$ cat config.mk
export PLATFORM = sky130hd
export DESIGN_NAME = rr_arbiter8
export DESIGN_NICKNAME = d
export VERILOG_FILES = /design/src/rtl/arb_pkg.sv /design/src/rtl/prio_enc8.sv /design/src/rtl/rr_arbiter8.sv
export SDC_FILE = /design/constraint.sdc
export NUM_CORES = 1
export LEC_CHECK = 0
export CAP_MARGIN = 10
export CORE_ASPECT_RATIO = 1.75
export CORE_MARGIN = 5
export CORE_UTILIZATION = 58
export DETAILED_ROUTE_END_ITERATION = 8
export DONT_BUFFER_PORTS = 1
export GPL_TIMING_DRIVEN = 0
export PLACE_DENSITY = 0.74
export RECOVER_POWER = 100
export SLEW_MARGIN = 20
export SYNTH_ARGS = -nofsm -noshare
export SYNTH_HDL_FRONTEND = slang
export SYNTH_SLANG_ARGS = --single-unit
$ cat constraint.sdc
create_clock -name clk -period 5.3 [get_ports clk]
set_clock_uncertainty 0.05 [all_clocks]
set_input_delay 0.795 -clock clk [delete_from_list [all_inputs] [get_ports clk]]
set_output_delay 0.795 -clock clk [all_outputs]
set_load 0.005 [all_outputs]
$ cat src/rtl/arb_pkg.sv
// Shared definitions for the eight-way round-robin arbiter and its encoder.
package arb_pkg;

    localparam int N_REQ = 8;
    localparam int IDX_W = 3;

    typedef enum logic {
        ARB_IDLE = 1'b0,
        ARB_BUSY = 1'b1
    } arb_state_t;

    // Rotate right by sh, so bit sh of v lands in bit 0 of the result.
    function automatic logic [N_REQ-1:0] rotate_right(input logic [N_REQ-1:0] v,
                                                      input logic [IDX_W-1:0] sh);
        logic [2*N_REQ-1:0] dbl;
        dbl = {v, v} >> sh;
        return dbl[N_REQ-1:0];
    endfunction

endpackage

$ cat src/rtl/prio_enc8.sv
// Combinational 8-to-3 priority encoder; the lowest set bit wins.
module prio_enc8
    import arb_pkg::*;
(
    input  logic [7:0] req,
    output logic [2:0] idx,
    output logic       valid
);

    // Scan from the top so the lowest set bit is the last one written.
    always_comb begin
        idx   = '0;
        valid = 1'b0;
        for (int i = N_REQ - 1; i >= 0; i--) begin
            if (req[i]) begin
                idx   = IDX_W'(i);
                valid = 1'b1;
            end
        end
    end

endmodule

$ cat src/rtl/rr_arbiter8.sv
// Round-robin arbiter for eight level-sensitive requesters with an optional
// hold timeout; grant, index, valid and timeout are all registered.
module rr_arbiter8
    import arb_pkg::*;
#(
    parameter int unsigned MAX_HOLD = 16
) (
    input  logic       clk,
    input  logic       rst_n,
    input  logic       enable,
    input  logic [7:0] req,
    output logic [7:0] gnt,
    output logic [2:0] gnt_idx,
    output logic       gnt_valid,
    output logic       timeout
);

    localparam logic [7:0] HOLD_LAST = 8'((MAX_HOLD == 0) ? 0 : MAX_HOLD - 1);

    arb_state_t state, state_nxt;
    logic [2:0] ptr, ptr_nxt;
    logic [2:0] owner, owner_nxt;
    logic [7:0] hold_cnt, hold_cnt_nxt;
    logic [7:0] gnt_nxt;
    logic [2:0] gnt_idx_nxt;
    logic       gnt_valid_nxt;
    logic       timeout_nxt;

    logic [7:0] rot_req;
    logic [2:0] enc_idx;
    logic       any;
    logic [2:0] sel;
    logic       owner_req;
    logic       hold_last;

    assign rot_req = rotate_right(req, ptr);

    // Rotation never clears bits, so the encoder's valid is the same as |req.
    prio_enc8 u_enc (
        .req   (rot_req),
        .idx   (enc_idx),
        .valid (any)
    );

    assign sel       = enc_idx + ptr;
    assign owner_req = req[owner];
    assign hold_last = (MAX_HOLD != 0) && (hold_cnt == HOLD_LAST);

    always_comb begin
        state_nxt     = state;
        ptr_nxt       = ptr;
        owner_nxt     = owner;
        hold_cnt_nxt  = hold_cnt;
        gnt_nxt       = gnt;
        gnt_idx_nxt   = gnt_idx;
        gnt_valid_nxt = gnt_valid;
        timeout_nxt   = 1'b0;

        case (state)
            ARB_IDLE: begin
                gnt_nxt       = '0;
                gnt_valid_nxt = 1'b0;
                if (enable && any) begin
                    state_nxt     = ARB_BUSY;
                    owner_nxt     = sel;
                    gnt_nxt       = 8'b1 << sel;
                    gnt_idx_nxt   = sel;
                    gnt_valid_nxt = 1'b1;
                    hold_cnt_nxt  = '0;
                end
            end
            ARB_BUSY: begin
                // A release on the limit cycle wins, so timeout only fires
                // when the owner is still requesting.
                if (!owner_req || hold_last) begin
                    state_nxt     = ARB_IDLE;
                    gnt_nxt       = '0;
                    gnt_valid_nxt = 1'b0;
                    ptr_nxt       = owner + 3'd1;
                    timeout_nxt   = owner_req;
                end else if (hold_cnt != 8'hFF) begin
                    hold_cnt_nxt = hold_cnt + 8'd1;
                end
            end
        endcase
    end

    always_ff @(posedge clk or negedge rst_n) begin
        if (!rst_n) begin
            state     <= ARB_IDLE;
            ptr       <= '0;
            owner     <= '0;
            hold_cnt  <= '0;
            gnt       <= '0;
            gnt_idx   <= '0;
            gnt_valid <= 1'b0;
            timeout   <= 1'b0;
        end else begin
            state     <= state_nxt;
            ptr       <= ptr_nxt;
            owner     <= owner_nxt;
            hold_cnt  <= hold_cnt_nxt;
            gnt       <= gnt_nxt;
            gnt_idx   <= gnt_idx_nxt;
            gnt_valid <= gnt_valid_nxt;
            timeout   <= timeout_nxt;
        end
    end

endmodule

---- Yosys cells after proc, flatten, opt, wreduce, memory -nomap -nowiden ----
Cells that the tools add are included.
cells by class
  shifts and indexed selects .............. 2
  add/sub/neg operators ................... 3
  $lt $le $gt $ge ......................... 1
  equal/unequal tests ..................... 6
  reduce and logical (&&, ||, !) cells .... 6
  muxes and demuxes ....................... 32
  bitwise logic cells ..................... 1
operator list
  cell                                                 count
  two-way mux 8 bit                                    5
  one-hot mux 8 bit (2 select lines)                   2
  two-way mux 3 bit                                    8
  >> shifter 16 x 3 -> 8 bit                           1
  two-way mux 1 bit                                    14
  adder 8 x 1 -> 8 bit (second input constant)         1
  == test 8 x 4 -> 1 bit (second input constant)       1
  != test 8 bit (second input constant)                1
  left shift 1 x 3 -> 8 bit (first input constant)     1
  < comparator 3 x 4 -> 1 bit (second input constant)  1
  != test 2 x 1 -> 1 bit (second input constant)       2
  != test 2 bit (second input constant)                2
  one-hot mux 1 bit (2 select lines)                   2
  AND reduction 2 bit                                  2
  adder 3 x 1 -> 3 bit (second input constant)         1
  adder 3 bit                                          1
  binary-select mux 1 bit (select 3 bit)               1
  AND reduction 3 bit                                  1
  logical AND 1 bit                                    1
  zero test 1 bit                                      1
  logical OR 1 bit                                     1
  inverter 1 bit                                       1
storage, ports and cells
  flip-flop bits (word level) ............. 25
  input bits .............................. 11

---- Longest topological paths before layout ----
Gate-level depths: netlist (run 1).
  depth after elaboration ................. 13
  gate-level depth with buffers ........... 12

---- Modules after synthesis ----
From an unflattened synthesis (run 1), not the netlist that was laid out.
unflattened totals
  cells, all modules ...................... 162
  area total of the unflattened synthesis .. 1754.2 um2
modules (own cells, without submodules)
  module       area each (um2)  cells an instance  instances  sequential area each (um2)
  rr_arbiter8  1674.1           149                1          625.6
  prio_enc8    80.1             13                 1          0.0

---- Least setup slack after synthesis (run 1) ----
Ideal clock, no wire load.
  kind .................................... input to register
  start point ............................. input req[2]
  end point ............................... register gnt[2]
  path buffers ............................ 1
  path slack .............................. 1.714 ns
  required time ........................... 5.129 ns
  stages on the path ...................... 11
  arrival ................................. 3.415 ns
  library setup time ...................... 0.121 ns
  cells stage by stage .................... mux4_1 -> and3b_1 -> a311o_1 -> o31ai_1 -> a32o_1 -> ha_1 -> inv_1 -> fa_1 -> buf_1 -> nor3_1 -> a22o_2
between the ends
  cells in the longest elaborated chain, start to end .. 13
ends and longest elaborated chain
  what                                line                RTL
  start, declared                     rr_arbiter8.sv:11   input logic [7:0] req,
  >> shifter 16 x 3 -> 8 bit          arb_pkg.sv:16       dbl = {v, v} >> sh;
  two-way mux 3 bit (8 in a row)      prio_enc8.sv:15     if (req[i]) begin
  adder 3 bit                         rr_arbiter8.sv:45   assign sel = enc_idx + ptr;
  left shift 1 x 3 -> 8 bit           rr_arbiter8.sv:66   gnt_nxt = 8'b1 << sel;
  two-way mux 8 bit                   rr_arbiter8.sv:63   if (enable && any) begin
  one-hot mux 8 bit (2 select lines)  rr_arbiter8.sv:59   case (state)
  end signal, assigned                rr_arbiter8.sv:103  gnt <= gnt_nxt;
  end, declared                       rr_arbiter8.sv:12   output logic [7:0] gnt,
Parallel ways exist; a longest one is shown, timed or not. The select of a mux whose other input is x is not followed.
A chain may end at the register's enable or synchronous reset.

---- Worst setup path after layout (run 1) ----
  start point ............................. register ptr[0]
  end point ............................... register gnt[2]
between the ends
  cells in the longest elaborated chain, start to end .. 13
ends and longest elaborated chain
  what                                  line                RTL
  start, declared                       rr_arbiter8.sv:21   logic [2:0] ptr, ptr_nxt;
  start signal, assigned                rr_arbiter8.sv:100  ptr <= ptr_nxt;
  >> shifter 16 x 3 -> 8 bit            arb_pkg.sv:16
  two-way mux 3 bit (8 in a row)        prio_enc8.sv:15
  adder 3 bit                           rr_arbiter8.sv:45
  left shift 1 x 3 -> 8 bit             rr_arbiter8.sv:66
  two-way mux 8 bit *                   rr_arbiter8.sv:63
  one-hot mux 8 bit (2 select lines) *  rr_arbiter8.sv:59
Every way passes the cells marked *; elsewhere a longest branch is shown, timed or not.

==> out/qor.csv, run 1 <==
metric,value,unit
crit_chain,"clkbuf_1, mux4_1, nand2b_1, a311o_1, o31ai_1, a32o_1, ha_1, inv_1, fa_1, clkbuf_1, nor3_1, a22o_2",
internal_power,0.536,mW
syn_nets,171,
peakVddDrop,366,uV
synth-compound-area-share,14.6,%
grt.overflow.total,0,
dp_hpwl,2.87,mm
p_switching,0.437,mW
cts.sinks,25,
use_met2,37.5,%
switching_share,44.9,%
synth_edf_count,0,
ys.flop_type,dfrtp_1,
synthToLayoutAreaGrowth,3.57,%
finalHoldViolCount,0,
die_area,0.00405,mm^2
crit_fanout,9,
gp_congestion,0.874,
clock_latency,0.27,ns
grt_pass1_wl,6.29,mm
clock.fmax,249,MHz
slew_viol_final,0,
cts.path.max_buffers,2,
grt_usage,19.8,%
grt_max_degree,26,
cp-end-kind,flop,
vias,1306,
finalCriticalPeriod,4.02,ns
multi_input_area,935,um^2
synthMuxAreaShare,16.4,%
worstPathRequired,5.41,ns
rr_startpoint,ptr[0],
synth_xor_area_share,4.10,%
slew_headroom,23.2,%
placed_area,0.00169,mm^2
finalInstanceArea,0.00171,mm^2
synthesis.area,0.00165,mm^2
drt-total-wl,3.65,mm
cts_resized,0,
crit_type,reg2reg,
synth_top_family_by_area,simple AND/OR/NAND/NOR gates,
io_pins,24,
diodes,0,
synth_fa_ha_area_share,4.18,%
yosysUniqueCellTypes,46,
grt_antenna_before_repair,0,
maxCapViolCount,0,
hold_ws,0.161,ns
die_h,80.5,um
cp-start-kind,flop,
core_region_area,0.00272,mm^2
dr.pass1.iters,4,
gr-usage-met1,20.6,%
die_x,50.3,um
p_seq_share,31.1,%
drc,0,
ys_ff_latch,25,
drive_gt1_share,11.3,%
timing.rr.end,gnt[2],
avgSynthCellArea,10.6,um^2
p_per_area,570,mW/mm^2
postCtsSetupRepairBufs,0,
r2r_cells,12,
critPathMaxStageDelay,0.71,ns
finalSetupTns,0,ns
clkPwrFrac,11.4,%
ff2ff_setup_slack,1.28,ns
comb_power_share,57.5,%
h-tree-depth,1,
syn_inst,156,
rows,25,
critPathArrivalTime,4.13,ns
finalSetupViolCount,0,
ys_async_sr_fraction,100,%
status,finished clean,
cts_buffers,3,
wl_per_cell,19.5,um
top_usage_layer,met2,
crit_slowest_cell,mux4_1,
cts_hold_buf,0,
crit_top_cell,clkbuf_1,
period_share,75.8,%
grt_pass1_vias,1335,
drt_iter0_markers,39,
yosys.area_share.simple,18.3,%
start_util,60.5,%
power.leakage,0.734,nW
portBuffers,0,
hp-class,in2async,
ys_warn_count,0,
grtUsageMet3,4.27,%
seq_area_frac_synth,38.0,%
ff_latch_area,626,um^2
cts_tree,yes,
nets,176,
fillers,234,
avgViaCountPerCell,6.98,
clk_pin_slew_worst_paths,0.08,ns
tightestPinTransition,1.14,ns
ant_nets,0,
cts-root-buf,clkbuf_8,
rsz0062_at_grt,false,
-- cells in the mapped netlist, drive strengths merged, types with 3 or more instances --
cell     n  area [um^2]
dfrtp   25          626
nor2    15         56.3
mux4    10          248
a21oi    4         20.0
inv      8         30.0
clkbuf   4         15.0
o31ai    4         30.0
o21ai    8         40.0
buf      5         27.5
nand3    6         30.0
nand2   15         56.3
nand4    6         37.5
a32o     5         50.1
ha       3         37.5
xor2     4         42.6
-- how the worst max path moves through the flow --
stage,startpoint,end,slack (ns),cells past startpoint
3_3_place_gp,req[2],gnt[2],1.51,11
3_5_place_dp,req[2],gnt[2],1.39,11
4_1_cts,ptr[1],gnt[2],1.57,12
5_1_grt,ptr[0],gnt[2],1.09,12
2_1_floorplan,req[2],gnt[2],1.71,11
6_report,ptr[0],gnt[2],1.28,12
-- cell type report --
cell class              instances  area share [%]
multi-input cells             114            54.8
flip-flops and latches         25            36.7
clock buffers                   3            2.42
plain buffers                   9            2.05
well taps                      27            1.98
inverters                       8            1.76
clock inverters                 1           0.293
-- critical path, delay by kind of cell (launching register included) --
kind	cells	cell delay, ns
compound gates	4	1.09
buf+inv	3	0.77
mux	1	0.71
fa+ha+maj	2	0.62
flops	1	0.37
simple gates	2	0.29
-- layer usage --
layer / share of wire (%) / wire, um
met1: 35 / 1270
met2: 58 / 2110
met3: 5.9 / 217
met4: 1.5 / 54
met5: 0 / 0
-- logic make-up (layout without fill, tap and decap cells) --
logic type / Yosys count / in the layout
muxes: 12 / 12
and+or+nand+nor: 59 / 59
xor gates and xnor gates: 6 / 6
DFF: 25 / 25
buffers and inverters: 17 / 21
adders and majority gates: 5 / 5
AOI/OAI and AO/OA: 32 / 32
-- power by group through the flow --
stage	logic [mW]	registers (mW)	clock network (mW)
finish	0.560	0.303	0.110
detailed placement	0.580	0.311	0
global route	0.632	0.314	0.123
floorplan	0.466	0.292	0
global placement	0.551	0.310	0
CTS	0.585	0.307	0.113
-- placed cells by master (no fill, tap or decap), types with 2 or more instances in the layout --
cell,synthesis,final
o31ai_1,4,4
mux4_1,6,6
a311o_1,2,2
nor2_1,15,15
a32o_1,5,5
mux4_2,4,4
or2_2,2,2
buf_1,3,2
nand2_1,15,15
xor2_1,3,4
mux2_2,2,2
dfrtp_1,25,25
and3_1,2,2
o21ai_0,8,8
nor3_1,2,2
clkbuf_8,0,3
nand3_1,6,6
inv_1,8,8
nand4_1,6,6
or3_1,2,2
a311oi_1,2,2
a21oi_1,4,4
clkbuf_1,4,6
ha_1,3,3
-- per-stage QoR --
stage	std cells	power (mW)	setup slack, ns	utilization (%)
detailed placement	183	0.891	1.39	62.0
global placement	183	0.860	1.51	61.7
global route	187	1.07	1.09	62.7
finish	187	0.973	1.28	62.7
floorplan	156	0.758	1.71	-
CTS	187	1.00	1.57	63.7
-- sequential cells by signal, indices dropped and copies added, names as in the netlist --
| name | cells |
|---|---|
| gnt | 8 |
| gnt_valid | 1 |
| hold_cnt | 8 |
| owner | 3 |
| ptr | 3 |
| state | 1 |
| timeout | 1 |
No activity file was read; power rests on OpenSTA's default activity.
==> inputs of run 2 (changes only) <==
Clock period 5.3 ns to 3.8 ns, I/O delays scaled along.
==> run 2 against run 1 <==
Net effect: register-to-register slack worse by 1.1 ns; first-iteration DRC count down 41%; fmax up 11%; critical path type unchanged; critical endpoint unchanged.
==> out/qor.csv, run 2 (synthesis results as in run 1) <==
metric,value,unit
final_cell_mix,"dfrtp_1 (25), nor2_1 (15), nand2_1 (15)",
grt.overflow.total,0,
peakVddDrop,515,uV
p_switching,0.616,mW
crit_type,reg2reg,
grt_usage,20.2,%
crit_chain,"buf_2, mux4_1, and3b_1, a311o_1, o31ai_1, a32o_1, ha_1, inv_1, fa_1, nor3_1, a22o_2",
portBuffers,0,
vias,1317,
cts.path.max_buffers,2,
h-tree-depth,1,
maxCapViolCount,0,
die_x,50.3,um
cp-start-kind,flop,
critPathArrivalTime,3.73,ns
grt_antenna_before_repair,0,
finalSetupTns,0,ns
finalCriticalPeriod,3.61,ns
largest_registers,"gnt x8, hold_cnt x8",
dr.pass1.iters,4,
finalHoldViolCount,0,
clock.fmax,277,MHz
cts_resized,0,
clk_pin_slew_worst_paths,0.08,ns
grt_pass1_vias,1359,
synthToLayoutAreaGrowth,3.57,%
drc,0,
hold_ws,0.468,ns
core_region_area,0.00272,mm^2
start_util,60.5,%
slew_headroom,13.0,%
internal_power,0.751,mW
rows,25,
hp-class,reg2reg,
avgViaCountPerCell,7.04,
path_delay_family,compound AO/OA/AOI/OAI gates,
die_h,80.5,um
grt_max_degree,26,
io_pins,24,
power.leakage,0.733,nW
slew_viol_final,0,
finalSetupViolCount,0,
tightestPinTransition,1.30,ns
wl_per_cell,20.1,um
diodes,0,
gp_congestion,0.874,
rsz0062_at_grt,false,
switching_share,45.1,%
final_common_cell,dfrtp_1,
cts_tree,yes,
nets,176,
worstPathRequired,3.91,ns
cts.sinks,25,
cts_buffers,3,
status,finished clean,
grt_pass1_wl,6.36,mm
comb_power_share,57.5,%
drive_gt1_share,11.3,%
crit_buf_inv,2,
clock_latency,0.27,ns
crit_slowest_cell,mux4_1,
dp_hpwl,2.87,mm
drt-total-wl,3.76,mm
postCtsSetupRepairBufs,0,
clkPwrFrac,11.4,%
critPathMaxStageDelay,0.66,ns
p_per_area,802,mW/mm^2
crit_fanout,10,
period_share,95.1,%
p_seq_share,31.0,%
drt_iter0_markers,23,
cts-root-buf,clkbuf_8,
die_area,0.00405,mm^2
cp-end-kind,flop,
ant_nets,0,
[run 2: cell count changes in the layout (fill, tap and decap cells not counted), sizes merged]
cell / before / now
clkbuf: 9 / 8
buf: 3 / 4
[run 2: tightest hold or removal path, stage by stage, from the launching register on]
cell	delay, ns
dfrtp_1	0.37
nand2_1	0.05
nand2_1	0.06
[run 2: metrics by stage]
stage | power [mW] | worst slack [ns] | utilization, % | area, um^2 | instances
after floorplan | 1.06 | 0.439 | - | 1650 | 156
after global placement | 1.20 | 0.214 | 61.7 | 1680 | 183
after detailed placement | 1.24 | 0.0887 | 62.0 | 1690 | 183
after CTS | 1.41 | 0.0722 | 64.0 | 1740 | 188
after global routing | 1.49 | 0.0372 | 62.7 | 1710 | 187
final | 1.37 | 0.187 | 62.7 | 1710 | 187
[run 2: cell type report]
type / instances / area [um^2]
Sequential cell: 25 / 626
Fill cell: 232 / 1020
Multi-Input combinational cell: 114 / 927
Timing Repair Buffer: 1 / 3.75
Inverter: 8 / 30.0
Tap cell: 27 / 33.8
Buffer: 8 / 38.8
Clock inverter: 1 / 5.00
Clock buffer: 3 / 41.3
[run 2: final timing paths]
| kind | cells after the start | start | slack (ns) | to |
|---|---|---|---|---|
| max in group asynchronous | 1 | rst_n | 2.42 | gnt[7] |
| setup / recovery | 11 | ptr[1] | 0.19 | gnt[2] |
| hold reg to reg | 2 | gnt_valid | 0.47 | gnt_valid |
| setup reg to reg | 11 | ptr[1] | 0.19 | gnt[2] |
| hold / removal | 2 | gnt_valid | 0.47 | gnt_valid |
| min in group asynchronous | 1 | rst_n | 0.51 | hold_cnt[2] |
[run 2: power by group through the flow]
stage	Clock, mW	Combinational (mW)	Sequential [mW]
after floorplan	0	0.650	0.407
after global placement	0	0.768	0.432
after detailed placement	0	0.809	0.434
after CTS	0.158	0.821	0.428
after global routing	0.173	0.880	0.439
final	0.156	0.787	0.424
[run 2: routing by layer]
| layer | global-route usage (%) | vias to the layer above | wire length [um] |
|---|---|---|---|
| li1 | - | 603 | - |
| met1 | 20.6 | 660 | 1320 |
| met2 | 37.8 | 43 | 2150 |
| met3 | 4.82 | 11 | 212 |
| met4 | 8.14 | 0 | 75 |
| met5 | 0 | - | 0 |
[run 2: what timing repair did]
| item | CTS | global route |
|---|---|---|
| hold endpoints to repair | 25 | 0 |
| hold buffers | 1 | 0 |
| setup endpoints to repair | 0 | 2 |
==> inputs of run 3 (changes only) <==
Settings changed: ABC_AREA set to 1, CORE_UTILIZATION 58 to 64, HOLD_SLACK_MARGIN set to 0.15, PLACE_DENSITY 0.74 to 0.8.
==> run 3 against run 2 <==
Net effect: final cell count rose by 80%; sequential share of layout area fell by 6.4 points; combinational power rose by 58%; critical path depth rose by 7; flip-flop and latch count did not move; register-to-register slack improved by 0.67 ns; design area rose by 21%; non-clock buffer count fell by 2; routed wire length rose by 21%; sequential power rose by 7.3%; critical path type unchanged; highest routed layer unchanged.
==> out/qor.csv, run 3 <==
metric,value,unit
final_cell_mix,"nand2_1 (117), nand3_1 (32), nor2_1 (26)",
clock.fmax,339,MHz
grt_antenna_before_repair,0,
cts.path.max_buffers,2,
crit_fanout,10,
die_h,84.5,um
yosysUniqueCellTypes,31,
finalSetupViolCount,0,
synth-compound-area-share,2.96,%
grt_max_degree,26,
avgSynthCellArea,7.04,um^2
final_common_cell,nand2_1,
grt_pass1_wl,7.76,mm
top_usage_layer,met2,
ant_nets,0,
crit_type,reg2reg,
ff2ff_setup_slack,0.85,ns
cts.sinks,25,
placed_area,0.00208,mm^2
ys_ff_latch,25,
critPathMaxStageDelay,0.42,ns
synth_top_family_by_area,simple AND/OR/NAND/NOR gates,
ys_warn_count,0,
hold_end,hold_cnt[5],
finalHoldViolCount,0,
yosys.area_share.simple,54.0,%
gp_congestion,0.885,
cts-root-buf,clkbuf_8,
finalCriticalPeriod,2.95,ns
critPathArrivalTime,3.06,ns
synth_commonest_cells,"nand2_1 (112), nand3_1 (31), dfrtp_1 (25), nor2_1 (25), nand3_2 (16)",
p_per_area,900,mW/mm^2
status,finished clean,
drt_iter0_markers,47,
slew_viol_final,0,
synthMuxAreaShare,0,%
grt_usage,22.5,%
die_area,0.00444,mm^2
grt_pass1_vias,1776,
tightestPinTransition,1.33,ns
cts_resized,0,
h-tree-depth,1,
crit_top_cell,nand2_1,
hp-class,reg2reg,
crit_slowest_cell,dfrtp_1,
synthTopCellsByArea,"dfrtp_1 (31%), nand2_1 (21%), nand3_2 (7.9%), nand3_1 (7.6%), nor2_1 (4.6%)",
die_x,52.6,um
r2r_cells,18,
portBuffers,0,
synthToLayoutAreaGrowth,1.73,%
largest_registers,"gnt x8, hold_cnt x8",
synth_fa_ha_area_share,2.84,%
ys.flop_type,dfrtp_1,
vias,1802,
wl_per_cell,13.5,um
ys_async_sr_fraction,100,%
start_util,65.3,%
power.leakage,1.08,nW
rows,27,
rsz0062_at_grt,false,
worstPathRequired,3.91,ns
slew_headroom,11.6,%
grtUsageMet3,1.95,%
peakVddDrop,601,uV
synth_edf_count,0,
syn_nets,303,
yosys.area.top_type,dfrtp_1,
clk_pin_slew_worst_paths,0.09,ns
clock_latency,0.27,ns
synth_top_area_share,30.8,%
grt.overflow.total,0,
diodes,0,
cp-start-kind,flop,
cts_hold_buf,1,
drt-total-wl,4.53,mm
postCtsSetupRepairBufs,0,
drc,0,
use_met2,43.4,%
post-route-util,66.4,%
synthesis.area,0.00203,mm^2
seq_area_frac_synth,30.8,%
finalInstanceArea,0.00206,mm^2
worstHoldStart,hold_cnt[5],
gr-usage-met1,24.3,%
crit_chain,"buf_6, inv_6, nand2_1, nand3_1, nand3_1, nand2_1, a21oi_1, o21ai_0, nand2_1, a21oi_1, ha_1, inv_1, fa_1, xor2_1, nand3b_1, nand2_1, nand3_1, nand2_1",
finalSetupTns,0,ns
cts_buffers,3,
core_region_area,0.00311,mm^2
dr.pass1.iters,6,
avgViaCountPerCell,5.36,
synth.most_common_cell,nand2_1,
timing.rr.end,gnt[0],
dp_hpwl,3.52,mm
period_share,77.5,%
drive_gt1_share,14.0,%
rr_startpoint,ptr[0],
cp-end-kind,flop,
nets,309,
syn_inst,288,
io_pins,24,
maxCapViolCount,0,
cts_tree,yes,
holdPathStages,2,
synth_xor_area_share,3.45,%
[run 3: cell families (layout without fill, tap and decap cells)]
logic type / after synthesis / after routing
XOR/XNOR: 8 / 8
AO/OA/AOI/OAI: 12 / 12
flip-flops: 25 / 25
AND/OR/NAND/NOR: 217 / 217
adder cells (fa/ha/maj): 4 / 4
buffers and inverters: 22 / 27
[run 3: stage by stage]
| stage | hold WS (ns) | total power, mW | std cells | worst slack, ns |
|---|---|---|---|---|
| final | 0.465 | 1.86 | 336 | 0.853 |
| after global placement | 0.225 | 1.75 | 331 | 0.961 |
| after CTS | 0.467 | 1.94 | 336 | 0.890 |
| after global routing | 0.498 | 2.07 | 336 | 0.439 |
| after detailed placement | 0.225 | 1.77 | 331 | 0.898 |
| after floorplan | 0.224 | 1.51 | 288 | 1.18 |
[run 3: worst max path at each step]
stage                       from     end  slack [ns]  cells past startpoint
after floorplan           req[5]  gnt[0]        1.18                     17
after global placement    ptr[1]  gnt[0]        0.96                     18
after detailed placement  ptr[1]  gnt[0]        0.90                     18
after CTS                 ptr[1]  gnt[0]        0.89                     18
after global routing      ptr[0]  gnt[0]        0.44                     18
final                     ptr[0]  gnt[0]        0.85                     18
[run 3: cell type report]
| class | count | area, um^2 |
|---|---|---|
| Buffer | 6 | 43.8 |
| Clock buffer | 3 | 41.3 |
| Clock inverter | 1 | 5.00 |
| Fill cell | 309 | 1040 |
| Inverter | 16 | 67.6 |
| Multi-Input combinational cell | 241 | 1220 |
| Sequential cell | 25 | 626 |
| Tap cell | 43 | 53.8 |
| Timing Repair Buffer | 1 | 3.75 |
[run 3: worst max-delay path, delay by kind of cell, from the launching register on]
family          cells  cell delay [ns]
simple gates        9             1.02
xor+xnor            1             0.22
compound gates      3             0.31
fa+ha+maj           2             0.52
buf+inv             3             0.30
flops               1             0.42
[run 3: metal layers]
layer  routed length [um]  part of all wire (%)  vias to the layer above
met1                 1740                    38                      832
met3                  115                   2.5                        8
met4                   76                   1.7                        0
met2                 2600                    57                       26
met5                    0                     0                        -
li1                     -                     -                      936
[run 3: where the power goes]
part           switching (mW)  internal (mW)
Combinational           0.836          0.409
Clock                  0.0826         0.0733
Sequential              0.101          0.354
Total                    1.02          0.836
